===== src/rtl/fifo_wr_arbiter.sv =====
// Round-robin, burst-locked arbiter sharing one FIFO write port among NREQ producers.
// A grant is held until the burst's last beat or MAX_BURST beats, then one IDLE cycle re-arbitrates.
module fifo_wr_arbiter #(
  parameter int NREQ      = 4,
  parameter int DW        = 32,
  parameter int MAX_BURST = 8
) (
  input  logic                      clk,
  input  logic                      rst,
  input  logic [NREQ-1:0]           req_valid,
  input  logic [NREQ*DW-1:0]        req_data,
  input  logic [NREQ-1:0]           req_last,
  output logic [NREQ-1:0]           req_ready,
  input  logic                      fifo_full,
  output logic                      fifo_wen,
  output logic [DW-1:0]             fifo_din,
  output logic [$clog2(NREQ)-1:0]   grant_id,
  output logic                      busy,
  output logic                      burst_done
);

  localparam int IW = $clog2(NREQ);
  localparam int CW = $clog2(MAX_BURST) + 1;

  typedef enum logic {
    IDLE  = 1'b0,
    BURST = 1'b1
  } state_t;

  state_t          state_q, state_d;
  logic [IW-1:0]   grant_q, grant_d;
  logic [IW-1:0]   last_grant_q, last_grant_d;
  logic [CW-1:0]   beat_cnt_q, beat_cnt_d;
  logic            burst_done_q, burst_done_d;

  logic [DW-1:0]   data_arr [NREQ];
  logic [2*NREQ-1:0] valid_dbl;
  logic [NREQ-1:0] valid_rot;
  int              pick_off;
  int              pick_int;
  logic [IW-1:0]   pick;
  logic            accept;
  logic            end_burst;

  generate
    for (genvar gi = 0; gi < NREQ; gi++) begin : g_req
      assign data_arr[gi]  = req_data[gi*DW +: DW];
      assign req_ready[gi] = (state_q == BURST) && (grant_q == IW'(gi)) && !fifo_full;
    end
  endgenerate

  // Rotate the valid vector so bit 0 is the requester right after the last grant;
  // the lowest set bit is then the round-robin winner.
  assign valid_dbl = {req_valid, req_valid};
  assign valid_rot = NREQ'(valid_dbl >> (int'(last_grant_q) + 1));

  always_comb begin
    pick_off = 0;
    for (int i = NREQ - 1; i >= 0; i--) begin
      if (valid_rot[i]) pick_off = i;
    end
    pick_int = (int'(last_grant_q) + 1 + pick_off) % NREQ;
  end

  assign pick = IW'(pick_int);

  assign accept    = (state_q == BURST) && req_valid[grant_q] && !fifo_full;
  assign end_burst = accept && (req_last[grant_q] || (beat_cnt_q == CW'(MAX_BURST - 1)));

  assign fifo_wen   = accept;
  assign fifo_din   = (state_q == BURST) ? data_arr[grant_q] : '0;
  assign busy       = (state_q == BURST);
  assign grant_id   = grant_q;
  assign burst_done = burst_done_q;

  always_comb begin
    state_d      = state_q;
    grant_d      = grant_q;
    last_grant_d = last_grant_q;
    beat_cnt_d   = beat_cnt_q;
    burst_done_d = 1'b0;
    case (state_q)
      IDLE: begin
        if (|req_valid) begin
          grant_d    = pick;
          beat_cnt_d = '0;
          state_d    = BURST;
        end
      end
      BURST: begin
        if (accept) beat_cnt_d = beat_cnt_q + 1'b1;
        if (end_burst) begin
          last_grant_d = grant_q;
          burst_done_d = 1'b1;
          state_d      = IDLE;
        end
      end
      default: state_d = IDLE;
    endcase
  end

  // last_grant resets to the top index so requester 0 wins the first scan.
  always_ff @(posedge clk or posedge rst) begin
    if (rst) begin
      state_q      <= IDLE;
      grant_q      <= '0;
      last_grant_q <= IW'(NREQ - 1);
      beat_cnt_q   <= '0;
      burst_done_q <= 1'b0;
    end else begin
      state_q      <= state_d;
      grant_q      <= grant_d;
      last_grant_q <= last_grant_d;
      beat_cnt_q   <= beat_cnt_d;
      burst_done_q <= burst_done_d;
    end
  end

endmodule


===== config.mk =====
export PLATFORM = sky130hd
export DESIGN_NAME = fifo_wr_arbiter
export DESIGN_NICKNAME = d
export VERILOG_FILES = /design/src/rtl/fifo_wr_arbiter.sv
export SDC_FILE = /design/constraint.sdc
export NUM_CORES = 1
export LEC_CHECK = 0
export BUFFER_PORTS_ARGS = -buffer_cell sky130_fd_sc_hd__buf_2
export CORE_MARGIN = 4
export CORE_UTILIZATION = 25
export CTS_CLUSTER_SIZE = 28
export DETAILED_ROUTE_END_ITERATION = 12
export MAX_ROUTING_LAYER = met4
export PLACE_DENSITY_LB_ADDON = 0.05
export SYNTH_ARGS = -nofsm -noshare
export SYNTH_HDL_FRONTEND = slang
export SYNTH_SLANG_ARGS = --single-unit
export TNS_END_PERCENT = 10

===== constraint.sdc =====
create_clock -name clk -period 2.2 [get_ports clk]
set_clock_uncertainty 0.2 [all_clocks]
set_input_delay 0.33 -clock clk [delete_from_list [all_inputs] [get_ports clk]]
set_output_delay 0.33 -clock clk [all_outputs]
set_load 0.01 [all_outputs]

==> key figures <==
Job
  – Max-cap violation count: 0

Final layout
  – Area Overhead vs Synth: 78.6%
  – Layout cell share with drive strength beyond 1: 0.762
  – Fillcell total: roughly 670
  – Diodes inserted: 0
  – NumNets Final: 478

Power
  – Worst vdd ir: 533 µV
  – P per Cell Area: 1210 mW/mm²
  – Pleak: 1.50 nW

Floorplan
  – I/O pin count: 180
  – Initial core utilization: 0.261
  – Die H: 89.9 µm
  – # rows: 29
  – Die area: 0.00809 mm²
  – Chip width: about 90 µm
  – Core Region: 0.00642 mm²

Global route
  – First-pass GRT wire length: 11200 µm
  – Total gr overflow: 0
  – Initial antenna violation count: 0
  – Largest net degree at the start of global routing: 28
  – All-Layer GR Usage: 0.174
  – Vias in the first global route: 2058

Logic synthesis
  – Most frequent cell after synthesis: mux4_2
  – Top-area cell type share of the netlist area: 0.456
  – Post-Syn Area: 0.00168 mm²
  – Async set-reset flop share out of synthesis: 1.00
  – Ys flop type: dfrtp_1
  – Post-synth EDFFs: 0
  – Post-synth net total: 294
  – Syn_area_per_cell: 11.0 µm²
  – Cell variety after synth: 38
  – Synth warn: 0
  – Cells after synthesis: 153
  – Main area contributors after synthesis: mux4_2, and2_1, dfrtp_1
  – Seq/Total Area, Yosys: 0.151
  – Post-synthesis sequential element count: 10
  – Most frequent cells after synthesis: mux4_2, and2_1, nand2_1
  – Post-synth top area cell: mux4_2

Worst setup path
  – WS Path Type: flip-flop to primary output
  – Startpoint types: flip-flop
  – Crit path max fanout: 9
  – Crit end category: primary output
  – WP data required: 1.67 ns
  – Arr. time, crit path: 1.77 ns

Clock tree
  – CTS tree: yes
  – CTS clk-pin slew, worst paths: roughly 0.050 ns
  – Clk Latency, worst-skew pair: 0.23 ns
  – CTS root buffer: clkbuf_8
  – Count of clock tree sinks: 10
  – Post-CTS Setup Bufs: 0
  – H-tree Lvls: 1
  – Clock Tree Buf Depth: 2
  – CTS Buf Count: 3

Timing
  – RSZ-0062 raised after global routing: yes
  – Max Clk Rate: 435 MHz
  – Fin. Hold Viols: 0
  – Setup TNS: -1.08 ns
  – Slew at the pin closest to its max-slew limit: just under 0.4 ns
  – Min Clock Period, post-route: around 2.3 ns
  – Pins over their slew limit: 0
  – Max-Slew Margin vs Limit: 0.736
  – Setup violators final: 25
  – Tcrit/Tclk final: 1.05
  – Final setup margin: -0.0996 ns

Routing
  – Vias: around 2000
  – Routed WL: 7160 µm
  – # DRC: 0
  – DRT antenna net count: 0
  – DR WL/cell: 17.3 µm
  – Drt initial violations: 47
  – DR pass1 iterations: 4
  – Vias per inst: 4.82

Place
  – Dpl hpwl: 6060 µm
  – Buffers added on ports: 179
  – Dpl ws: -0.00578 ns
  – Gp weighted congestion: between 0.8 and 0.9

Outcome
  – Run status: complete, but fails checks
  – Failing checks: negative setup slack

Worst hold path
  – Worst Hold Class: input port to flip-flop
what timing repair did:
| item | CTS | global route |
|---|---|---|
| cloned | 0 | 2 |
| pin swaps | 20 | 5 |
| hold endpoints to repair | 8 | 0 |
| resized for setup | 11 | 31 |
| setup endpoints to repair | 29 | 29 |
| hold buffers | 1 | 0 |
worst max-delay path, cell delays in order, from the launching register on:
cell and delay, ns:
dfrtp_2 0.49, buf_12 0.18, mux4_2 0.54, and2_4 0.20, buf_6 0.13
power by group:
part | total (mW) | switching, mW | internal (mW)
clock network | 0.229 | 0.0719 | 0.157
registers | 0.356 | 0.0874 | 0.269
logic | 3.03 | 1.20 | 1.82
registers in the layout (all words and copies together), names as in the netlist:
name	cells
busy	1
burst_done	1
last_grant_q	2
grant_id	2
beat_cnt_q	4
per-layer routing:
layer / share of wire / up-vias / GRT usage
met5: 0 / - / -
met4: 0.011 / 0 / 0.0293
met3: 0.063 / 8 / 0.0342
met2: 0.56 / 82 / 0.326
met1: 0.37 / 950 / 0.194
li1: - / 950 / -
cells by family after synthesis:
kind of cell / share of synthesized area
buffers and inverters: 0.0552
flip-flops: 0.151
AO/OA/AOI/OAI: 0.0597
XOR/XNOR: 0.0209
adder cells (fa/ha/maj): 0.0149
multiplexers: 0.469
AND/OR/NAND/NOR: 0.230
cell type report:
type | instances | area, µm² | share of cell area
Sequential cell | 10 | 254 | 0.0848
Inverter | 4 | 15.0 | 0.00501
Clock buffer | 4 | 55.1 | 0.0184
Tap cell | 77 | 96.3 | 0.0322
Timing Repair Buffer | 192 | 1190 | 0.396
Multi-Input combinational cell | 126 | 1390 | 0.463
metrics by stage:
step	utilization	cell area, µm²	instances	total power [mW]	hold slack (ns)
after floorplan	-	1680	153	2.00	-0.0313
after global placement	0.419	2690	406	2.85	0.140
after detailed placement	0.419	2690	406	2.85	0.138
after CTS	0.437	2810	411	3.21	0.214
after global routing	0.467	3000	413	3.91	0.239
final	0.467	3000	413	3.61	0.220
worst paths after layout:
| path | end | cells after the start | slack, ns | start |
|---|---|---|---|---|
| worst max-delay path | fifo_wen | 4 | -0.1 | grant_id[0] |
| worst min-delay path | busy | 4 | 0.22 | fifo_full |
| worst max register to register | grant_id[1] | 10 | 0 | last_grant_q[1] |
| worst min register to register | beat_cnt_q[0] | 1 | 0.34 | beat_cnt_q[0] |
| max in group asynchronous | last_grant_q[0] | 3 | 1.07 | rst |
| min in group asynchronous | beat_cnt_q[2] | 3 | 0.42 | rst |
cells in the final DEF (no fill, tap or decap), types with 2 or more instances in the layout:
cell type  instances
nor2_1             8
a21oi_1            4
buf_6             21
buf_4              8
dfrtp_1            7
ha_1               2
buf_12             2
inv_1              4
clkbuf_8           4
mux4_2            34
nor2b_1            2
nand2_1           14
dfstp_2            2
clkbuf_16          2
and2_1            12
xnor2_1            2
nand3_1            2
and2_4            21
buf_2            158
xor2_1             2
o31ai_1            2
o21ai_0            4
Note: power is estimated with default switching activity, not from simulation.
